===== config.mk =====
export PLATFORM = sky130hd
export DESIGN_NAME = mem_bus_ctrl
export DESIGN_NICKNAME = d
export VERILOG_FILES = /design/src/rtl/mem_bus_ctrl.sv
export SDC_FILE = /design/constraint.sdc
export NUM_CORES = 1
export LEC_CHECK = 0
export ABC_AREA = 1
export CELL_PAD_IN_SITES_DETAIL_PLACEMENT = 0
export CELL_PAD_IN_SITES_GLOBAL_PLACEMENT = 1
export CORE_MARGIN = 3
export CORE_UTILIZATION = 33
export DETAILED_ROUTE_END_ITERATION = 10
export GPL_ROUTABILITY_DRIVEN = 0
export PLACE_DENSITY_LB_ADDON = 0.1
export SLEW_MARGIN = 10
export SYNTH_ARGS = -nofsm -noshare
export SYNTH_HDL_FRONTEND = slang
export SYNTH_SLANG_ARGS = --single-unit
export TNS_END_PERCENT = 1

===== constraint.sdc =====
create_clock -name clk -period 2.4 [get_ports clk]
set_input_delay 0.48 -clock clk [delete_from_list [all_inputs] [get_ports clk]]
set_output_delay 0.48 -clock clk [all_outputs]
set_load 0.05 [all_outputs]

===== src/rtl/mem_bus_ctrl.sv =====
// PicoRV32 native-port bus controller: decodes CPU requests onto an SRAM bank
// and one peripheral port, with error termination for unmapped/timed-out accesses.
module mem_bus_ctrl #(
  parameter int unsigned SRAM_AW   = 13,
  parameter logic [31:0] SRAM_BASE = 32'h0000_0000,
  parameter int unsigned PER_AW    = 8,
  parameter logic [31:0] PER_BASE  = 32'h8000_0000,
  parameter int unsigned TIMEOUT   = 255
) (
  input  logic                clk,
  input  logic                reset,
  input  logic                mem_valid,
  input  logic [31:0]         mem_addr,
  input  logic [31:0]         mem_wdata,
  input  logic [3:0]          mem_wstrb,
  output logic                mem_ready,
  output logic [31:0]         mem_rdata,
  output logic                sram_sel,
  output logic [3:0]          sram_wstrb,
  output logic [SRAM_AW-1:0]  sram_addr,
  output logic [31:0]         sram_wdata,
  input  logic                sram_ready,
  input  logic [31:0]         sram_rdata,
  output logic                per_sel,
  output logic [3:0]          per_wstrb,
  output logic [PER_AW-1:0]   per_addr,
  output logic [31:0]         per_wdata,
  input  logic                per_ready,
  input  logic [31:0]         per_rdata,
  output logic                bus_err,
  output logic [31:0]         err_addr,
  output logic [7:0]          err_cnt
);

  localparam logic [1:0] S_IDLE = 2'd0;
  localparam logic [1:0] S_SRAM = 2'd1;
  localparam logic [1:0] S_PER  = 2'd2;
  localparam logic [1:0] S_RESP = 2'd3;

  localparam logic [15:0] TO_LIMIT = TIMEOUT[15:0];

  logic [1:0]          r_state;
  logic                r_first;
  logic [15:0]         r_cnt;
  logic [31:0]         r_addr;
  logic [3:0]          r_wstrb;
  logic                r_mem_ready;
  logic [31:0]         r_mem_rdata;
  logic                r_sram_sel;
  logic [3:0]          r_sram_wstrb;
  logic [SRAM_AW-1:0]  r_sram_addr;
  logic [31:0]         r_sram_wdata;
  logic                r_per_sel;
  logic [3:0]          r_per_wstrb;
  logic [PER_AW-1:0]   r_per_addr;
  logic [31:0]         r_per_wdata;
  logic                r_bus_err;
  logic [31:0]         r_err_addr;
  logic [7:0]          r_err_cnt;

  logic w_sram_hit;
  logic w_per_hit;
  logic [7:0] w_err_cnt_inc;

  assign w_sram_hit    = (mem_addr[31:SRAM_AW] == SRAM_BASE[31:SRAM_AW]);
  assign w_per_hit     = (mem_addr[31:PER_AW] == PER_BASE[31:PER_AW]);
  assign w_err_cnt_inc = (r_err_cnt == 8'hFF) ? r_err_cnt : r_err_cnt + 8'd1;

  always_ff @(posedge clk) begin
    if (reset) begin
      r_state      <= S_IDLE;
      r_first      <= 1'b0;
      r_cnt        <= '0;
      r_addr       <= '0;
      r_wstrb      <= '0;
      r_mem_ready  <= 1'b0;
      r_mem_rdata  <= '0;
      r_sram_sel   <= 1'b0;
      r_sram_wstrb <= '0;
      r_sram_addr  <= '0;
      r_sram_wdata <= '0;
      r_per_sel    <= 1'b0;
      r_per_wstrb  <= '0;
      r_per_addr   <= '0;
      r_per_wdata  <= '0;
      r_bus_err    <= 1'b0;
      r_err_addr   <= '0;
      r_err_cnt    <= '0;
    end else begin
      case (r_state)
        S_IDLE: begin
          if (mem_valid) begin
            r_addr  <= mem_addr;
            r_wstrb <= mem_wstrb;
            if (w_sram_hit) begin
              r_sram_sel   <= 1'b1;
              r_sram_wstrb <= mem_wstrb;
              r_sram_addr  <= mem_addr[SRAM_AW-1:0];
              r_sram_wdata <= mem_wdata;
              r_first      <= 1'b1;
              r_state      <= S_SRAM;
            end else if (w_per_hit) begin
              r_per_sel   <= 1'b1;
              r_per_wstrb <= mem_wstrb;
              r_per_addr  <= mem_addr[PER_AW-1:0];
              r_per_wdata <= mem_wdata;
              r_cnt       <= '0;
              r_state     <= S_PER;
            end else begin
              r_mem_rdata <= 32'hFFFF_FFFF;
              r_mem_ready <= 1'b1;
              r_bus_err   <= 1'b1;
              r_err_addr  <= mem_addr;
              r_err_cnt   <= w_err_cnt_inc;
              r_state     <= S_RESP;
            end
          end
        end
        S_SRAM: begin
          // first cycle's sram_ready still reflects the previous access
          r_first <= 1'b0;
          if (!r_first && sram_ready) begin
            r_mem_rdata  <= (r_wstrb == 4'd0) ? sram_rdata : '0;
            r_sram_sel   <= 1'b0;
            r_sram_wstrb <= '0;
            r_mem_ready  <= 1'b1;
            r_state      <= S_RESP;
          end
        end
        S_PER: begin
          if (per_ready) begin
            r_mem_rdata <= (r_wstrb == 4'd0) ? per_rdata : '0;
            r_per_sel   <= 1'b0;
            r_per_wstrb <= '0;
            r_mem_ready <= 1'b1;
            r_state     <= S_RESP;
          end else if (r_cnt == TO_LIMIT) begin
            r_per_sel   <= 1'b0;
            r_per_wstrb <= '0;
            r_mem_rdata <= 32'hFFFF_FFFF;
            r_mem_ready <= 1'b1;
            r_bus_err   <= 1'b1;
            r_err_addr  <= r_addr;
            r_err_cnt   <= w_err_cnt_inc;
            r_state     <= S_RESP;
          end else begin
            r_cnt <= r_cnt + 16'd1;
          end
        end
        S_RESP: begin
          r_mem_ready <= 1'b0;
          r_bus_err   <= 1'b0;
          r_state     <= S_IDLE;
        end
        default: r_state <= S_IDLE;
      endcase
    end
  end

  assign mem_ready  = r_mem_ready;
  assign mem_rdata  = r_mem_rdata;
  assign sram_sel   = r_sram_sel;
  assign sram_wstrb = r_sram_wstrb;
  assign sram_addr  = r_sram_addr;
  assign sram_wdata = r_sram_wdata;
  assign per_sel    = r_per_sel;
  assign per_wstrb  = r_per_wstrb;
  assign per_addr   = r_per_addr;
  assign per_wdata  = r_per_wdata;
  assign bus_err    = r_bus_err;
  assign err_addr   = r_err_addr;
  assign err_cnt    = r_err_cnt;

endmodule


# Yosys cells after proc, flatten, opt, wreduce, memory -nomap -nowiden
# Index checks and enable logic that the tools add are counted.
[totals]
ff_bits = 224
latch_bits = 0
mem_bits_rw = 0
romBits = 0
output_inout_bits = 169
word_cells = 123
n_memories = 0
[classes]
n_addsub = 2
mul = 0
div_mod_pow = 0
order_cmp = 0
n_eq_ne = 16
n_shift = 0
muxes = 65
n_bitwise = 1
reduce_logical = 21
[ops]
columns = ["operator", "count"]
rows = [
  ["32-bit 2-to-1 mux", 13],
  ["32-bit case mux with 3 select lines", 1],
  ["16-bit 2-to-1 mux", 5],
  ["32-bit case mux with 2 select lines", 1],
  ["8-bit 2-to-1 mux", 6],
  ["4-bit 2-to-1 mux", 8],
  ["16-bit case mux with 2 select lines", 1],
  ["24-bit == test (second input constant)", 1],
  ["6-bit AND reduction", 4],
  ["19-bit zero test", 1],
  ["2-bit inequality test (second input constant)", 9],
  ["16-bit by 1-bit adder with 16-bit output (second input constant)", 1],
  ["16-bit by 8-bit == test with 1-bit output (second input constant)", 1],
  ["1-bit 2-to-1 mux", 16],
  ["4-bit case mux with 2 select lines", 2],
  ["8-bit case mux with 2 select lines", 1],
  ["2-bit 2-to-1 mux", 5],
  ["5-bit AND reduction", 2],
  ["3-bit AND reduction", 3],
  ["8-bit by 1-bit adder with 8-bit output (second input constant)", 1],
  ["8-bit == test (second input constant)", 1],
  ["2-bit case mux with 4 select lines", 1],
  ["4-bit AND reduction", 2],
  ["1-bit case mux with 2 select lines", 3],
  ["other kinds (13)", 16],
]

# Longest topological paths before layout
# Gate-level depths: netlist of run 1.
[logic_depth]
word_depth = 6
depth_mapped = 12
ltp_nobuf = 12

# Worst setup path before layout of run 1
# Ideal clock, no wire load.
[synth_path]
path_type = "reg-to-reg"
start = "register r_state[0]"
end = "register r_err_addr[25], in the netlist err_addr[25]"
setup_time_ns = 0.114
arrival_ns = 1.728
path_slack_ns = 0.558
path_stages_with_launch = 13
n_path_buf = 2
synth_period_minus_slack_ns = 1.842
cell_sequence = "dfxtp_1 -> inv_1 -> ha_1 -> buf_2 -> nand2_2 -> o21ai_1 -> nor2_4 -> nand2_4 -> nor2_8 -> buf_6 -> nand2_1 -> nand2_1 -> nor2_1"
[synth_between]
elab_chain_cells = 3
[synth_rtl]
columns = ["item", "line", "rtl"]
rows = [
  ["start: declaration", "42", "logic [1:0] r_state;"],
  ["start signal: assignment", "71", "r_state <= S_IDLE;"],
  ["start signal: assignment", "101", "r_state <= S_SRAM;"],
  ["start signal: assignment", "108", "r_state <= S_PER;"],
  ["2-bit == test / 2-bit zero test (equally long branches)", "90", "case (r_state)"],
  ["2-bit inequality test (no line) / 2-bit nonzero test (equally long branches)", "-", ""],
  ["6-bit AND reduction (no line)", "-", ""],
  ["end signal: assignment", "113", "r_err_addr <= mem_addr;"],
  ["end signal: assignment", "143", "r_err_addr <= r_addr;"],
  ["end: declaration", "58", "logic [31:0] r_err_addr;"],
]
# Parallel ways exist; a longest one is shown, timed or not.
# A chain may end at the register's enable or synchronous reset.

# Worst setup path in the final report of run 1
[layout_path]
start = "register r_err_cnt[2], in the netlist err_cnt[2]"
end = "output err_cnt[2]"
[layout_lines]
columns = ["item", "line", "rtl"]
rows = [
  ["start: declaration", "59", "logic [7:0] r_err_cnt;"],
  ["start signal: assignment", "114", "r_err_cnt <= w_err_cnt_inc;"],
  ["start signal: assignment", "144", "r_err_cnt <= w_err_cnt_inc;"],
  ["end: declaration", "32", "output logic [7:0] err_cnt"],
]
# No word-level cell between the ends.

==> flow_summary.toml, run 1 <==
[floorplan]
row_count = 63
core_region_area_mm2 = 0.02987
fp.dieH_um = 180.8
die_w_um = 180.8
io-pin-count = 306
start_util = 0.3374
die_area_mm2 = 0.03268

[power_and_ir_drop]
power_density_mw_per_mm2 = 1238
ir_drop_mv = 0.6688
p_total_mw = 18.15
power_leakage_nw = 5.961

[yosys]
synth_fp_nets = 1570
synth_seq_cells = 224
avgSynthCellArea_um2 = 7.068
netlist_top_cells_area = "dfxtp_1, nor2_1, nand2_1, o21ai_0, a21oi_1"
syn_inst = 1426
synth_edf_count = 0
synth_largest_area_cell = "dfxtp_1"
async_flop_share = 0
syn_area_mm2 = 0.01008
synth_ff_type = "dfxtp_1"
synth_top_area_share = 0.4449
synth_cell_types = 34
ys_warn_count = 0
ys_seq_area_frac = 0.4449

[timing]
rsz0062_at_grt = "false"
tightest_slew_ns = 0.8109
slew_headroom = 0.4581
min_period_ns = 2.348
drv_slew = 0
finalCritPeriodShare = 0.9783
max_freq_mhz = 425.9
setup_viol = 0
whs_ns = 0.4568
finalHoldViolCount = 0
skew_ns = 0.01531

[detailed_routing]
drt_pass1_iterations = 5
vias_per_cell = 4.748
num_vias = 10194
routed_wl_mm = 34.11
antenna_left = 0
drc = 0
wl_per_cell_um = 15.88
drt_iter0_markers = 663

[clock_tree]
holdBufCountCts = 0
clock_sinks = 224
root_buffer = "clkbuf_16"
ctsLongestPathBuffers = 3
cts_buffers = 27
clk_latency_ns = 0.55
ctsResizeCount = 0
cts_tree = "built"
h-tree-depth = 1
path_clk_slew_ns = 0.06
cts_setup_buffers = 0

[cells_and_area]
final_util = 0.4908
antenna_cells = 0
layout-drive-gt1-share = 0.08537
nets = 1880
stdcell_count = 2147
area_growth_pct = 45.47

[worst_setup_path]
r2r_slack_ns = 0.21
crit_slowest_cell = "clkdlybuf4s50_1"
reg2regPathDepth = 8
max_stage_delay_ns = 0.89
rr_endpoint = "err_addr[17]$_SDFFE_PP0P_"
crit_arrival_ns = 1.87
cp_max_fo = 6
cp-start-kind = "flip-flop"
worstSetupPathType = "flip-flop to output pin"
required_ns = 1.92
crit_chain = "clkdlybuf4s50_1"
r2r-start = "r_state[0]$_SDFFE_PP0P_"
end_kind = "output pin"
cp_num_buf_inv = 1
crit_end = "err_cnt[2]"
cp.depth = 1
startpoint = "err_cnt[2]$_SDFFE_PP0P_"
crit_family = "buffers and inverters"

[hold_path]
holdCritPathClass = "flip-flop to flip-flop"
hp-start = "sram_sel$_SDFFE_PP0P_"

[global_route]
grt_max_degree = 75
grt_pass1_vias = 9637
grt_pass1_wl_mm = 53.06
antenna_found_initial = 0
grt_use_total = 0.1949
grt_remaining_overflow = 0

[run_status]
outcome = "finished clean"

[placement]
place_inst = 2095
hpwlAfterDp_mm = 22.96
numPortBuffers = 305

[run]
drv_cap = 0
layout make-up:
type	instances	area, µm²
Clock buffer	39	760.7
Clock inverter	11	101.3
Fill cell	3036	15210
Inverter	69	261.5
Multi-Input combinational cell	1038	4893
Sequential cell	224	4484
Tap cell	390	488.0
Timing Repair Buffer	376	3674
stage by stage:
step	area, µm²	TNS (ns)	worst slack (ns)
2_1_floorplan	10080	0	0.5576
3_3_place_gp	13780	-12.16	-0.2230
3_5_place_dp	13780	-16.54	-0.2703
4_1_cts	14640	0	0.03805
5_1_grt	14660	0	0.006693
6_report	14660	0	0.05210
cells in the final DEF, fill, tap and decap left out, types with 2 or more instances in the layout:
| cell type | count |
|---|---|
| nor2_1 | 307 |
| clkdlybuf4s50_1 | 305 |
| nand2_1 | 255 |
| dfxtp_1 | 224 |
| o21ai_0 | 163 |
| a21oi_1 | 136 |
| nand3_1 | 78 |
| inv_1 | 64 |
| buf_4 | 64 |
| clkbuf_16 | 27 |
| mux2i_1 | 26 |
| nor2_4 | 8 |
| nor3_1 | 8 |
| clkinv_2 | 8 |
| clkbuf_1 | 8 |
| nand2_2 | 7 |
| buf_12 | 7 |
| nor2_2 | 6 |
| nand4_1 | 6 |
| xor2_1 | 6 |
| a211oi_1 | 5 |
| ha_1 | 5 |
| xnor2_1 | 4 |
| clkbuf_8 | 4 |
| nand3_2 | 3 |
| inv_2 | 3 |
| nand2_4 | 2 |
| o21ai_1 | 2 |
| nand3_4 | 2 |
routing by layer:
layer  global-route usage  part of all wire  up-vias
met5                    0                 0        -
met4              0.03961             0.017        0
met3              0.06120             0.081       36
met2               0.3202              0.46      281
met1               0.2536              0.44     4633
li1                     -                 -     5244
cell families after synthesis:
family	synth area share
flops	0.4449
buf+inv	0.07498
fa+ha+maj	0.008689
compound gates	0.1558
xor+xnor	0.008689
simple gates	0.2812
mux	0.02582
state kept, by name (all words and copies together), names as in the netlist:
register / flops
per_wstrb: 4
sram_sel: 1
sram_addr: 13
mem_rdata: 32
per_wdata: 32
r_addr: 32
r_state: 2
sram_wstrb: 4
sram_wdata: 32
r_wstrb: 4
r_cnt: 16
per_addr: 8
err_addr: 32
r_first: 1
bus_err: 1
err_cnt: 8
per_sel: 1
mem_ready: 1
synth_stat cells (6+ instances only):
library cell	instances
nor2_1	310
nand2_1	255
dfxtp_1	224
o21ai_0	163
a21oi_1	137
nand3_1	78
inv_1	64
clkbuf_1	48
mux2i_1	26
buf_2	25
buf_6	10
nor3_1	8
buf_1	7
buf_4	7
ha_1	7
nand2_2	7
nand4_1	6
xor2_1	6
where the power goes:
group | internal (mW) | switching (mW)
sequential | 4.50 | 0.439
clock | 2.32 | 1.66
combinational | 3.11 | 6.12
worst min-delay path by stage:
stage                                      end  slack, ns  depth (start not counted)
floorplan              r_addr[10]$_SDFFE_PP0P_       0.45                          2
global placement         sram_sel$_SDFFE_PP0P_       0.45                          2
detailed placement       sram_sel$_SDFFE_PP0P_       0.46                          2
CTS                      sram_sel$_SDFFE_PP0P_       0.46                          2
global route        per_wdata[21]$_SDFFE_PP0P_       0.48                          3
finish                   sram_sel$_SDFFE_PP0P_       0.46                          2
No activity file was read; power rests on OpenSTA's default activity.
==> inputs of run 2 (changes only) <==
--- a/config.mk
+++ b/config.mk
@@ -8,6 +8,7 @@
 export ABC_AREA = 1
 export CELL_PAD_IN_SITES_DETAIL_PLACEMENT = 0
 export CELL_PAD_IN_SITES_GLOBAL_PLACEMENT = 1
+export CORE_ASPECT_RATIO = 1.75
 export CORE_MARGIN = 3
 export CORE_UTILIZATION = 33
 export DETAILED_ROUTE_END_ITERATION = 10
==> flow_summary.toml, run 2 (synthesized netlist as in run 1, its figures left out) <==
[run]
drv_cap = 0

[power_and_ir_drop]
ir_drop_mv = 0.7043
power_density_mw_per_mm2 = 1223
power_leakage_nw = 5.898

[worst_setup_path]
crit_chain = "clkdlybuf4s50_1"
end_kind = "output pin"
worstSetupPathType = "flip-flop to output pin"
startpoint = "err_cnt[6]$_SDFFE_PP0P_"
crit_arrival_ns = 1.80
max_stage_delay_ns = 0.84
required_ns = 1.92
r2r-start = "r_state[1]$_SDFFE_PP0P_"
crit_family = "buffers and inverters"
cp_max_fo = 5
cp-start-kind = "flip-flop"
cp_num_buf_inv = 1
crit_slowest_cell = "clkdlybuf4s50_1"

[detailed_routing]
routed_wl_mm = 34.13
vias_per_cell = 4.777
num_vias = 10166
wl_per_cell_um = 16.04
drc = 0
drt_pass1_iterations = 5
antenna_left = 0
drt_iter0_markers = 417

[hold_path]
holdCritPathClass = "flip-flop to flip-flop"
hp-start = "sram_sel$_SDFFE_PP0P_"

[clock_tree]
clk_latency_ns = 0.52
cts_tree = "built"
root_buffer = "clkbuf_16"
clock_sinks = 224
cts_setup_buffers = 0
ctsLongestPathBuffers = 3
h-tree-depth = 1
path_clk_slew_ns = 0.06
cts_buffers = 24

[cells_and_area]
antenna_cells = 0
final_common_cell = "nor2_1"
layout-drive-gt1-share = 0.08156
seqCellArea_mm2 = 0.004487
final_cell_mix = "nor2_1, clkdlybuf4s50_1, nand2_1"
multi_input_area_mm2 = 0.004891
fin_area_mm2 = 0.01457
fillers = 3103
nets = 1867
area_growth_pct = 44.51

[global_route]
grt_remaining_overflow = 0
grt_use_total = 0.1991
use_met1 = 0.2240
antenna_found_initial = 0
grt_pass1_wl_mm = 53.94
gr-usage-met2 = 0.3709
grt_max_degree = 75
grt_pass1_vias = 9949
use_met3 = 0.04630
top_usage_layer = "met2"

[timing]
finalCritPeriodShare = 0.9483
finalHoldViolCount = 0
slew_headroom = 0.4384
setup_viol = 0
drv_slew = 0
whs_ns = 0.4737
max_freq_mhz = 439.4
skew_ns = 0.009385
min_period_ns = 2.276
tightest_slew_ns = 0.8425

[floorplan]
die_w_um = 138.1
io-pin-count = 306
core_region_area_mm2 = 0.03006
die_area_mm2 = 0.03276
row_count = 84
fp.dieH_um = 237.2
start_util = 0.3353

[placement]
numPortBuffers = 305
hpwlAfterDp_mm = 24.38
place_area_mm2 = 0.01374

[run_status]
outcome = "finished clean"
run 2: cell types whose count changed in the layout (fill, tap and decap cells not counted), moves of 2 or more:
cell / previous run / this run
dfxtp_1: 224 / 222
dfxtp_2: 0 / 2
clkbuf_1: 8 / 6
clkbuf_16: 27 / 25
clkinv_2: 8 / 6
buf_4: 64 / 55
buf_12: 7 / 9
run 2: path summary, 6_finish.rpt:
kind | cells after the start | slack [ns] | end
setup reg to reg | 10 | 0.23 | mem_rdata[5]$_SDFFE_PP0P_
setup / recovery | 1 | 0.12 | err_cnt[6]
hold / removal | 2 | 0.47 | sram_sel$_SDFFE_PP0P_
hold reg to reg | 2 | 0.47 | sram_sel$_SDFFE_PP0P_
run 2: what timing repair did:
item | in CTS | in global routing
hold endpoints to repair | 0 | 0
setup endpoints to repair | 4 | 61
hold buffers | 0 | 0
gates resized for setup | 1 | 6
pin swaps | 0 | 1
run 2: stage by stage:
stage / util / total power [mW] / worst slack (ns) / cells / TNS, ns
detailed placement: 0.4572 / 14.16 / -0.2411 / 2084 / -18.66
global placement: 0.4572 / 14.11 / -0.1870 / 2084 / -15.87
finish: 0.4846 / 17.82 / 0.1241 / 2128 / 0
CTS: 0.4840 / 18.06 / 0.08120 / 2128 / 0
floorplan: - / 11.44 / 0.5576 / 1426 / 0
global route: 0.4846 / 19.11 / -0.001063 / 2128 / -0.001063
run 2: routing by layer:
| layer | wire (µm) | up-vias |
|---|---|---|
| li1 | - | 5203 |
| met1 | 13250 | 4642 |
| met2 | 17820 | 282 |
| met3 | 2199 | 39 |
| met4 | 862 | 0 |
| met5 | 0 | - |
run 2: final cells by class:
type / count / share of cell area
clock buffer: 35 / 0.04827
inverter: 69 / 0.01812
sequential: 224 / 0.3080
multi-input combinational: 1036 / 0.3358
timing repair buffer: 368 / 0.2496
tap: 387 / 0.03324
clock inverter: 9 / 0.006958
run 2: report_power, final:
group          leakage [nW]  switching (mW)  internal (mW)
clock network         0.402            1.56           2.25
registers              1.83           0.435           4.50
logic                  3.67            6.02           3.06
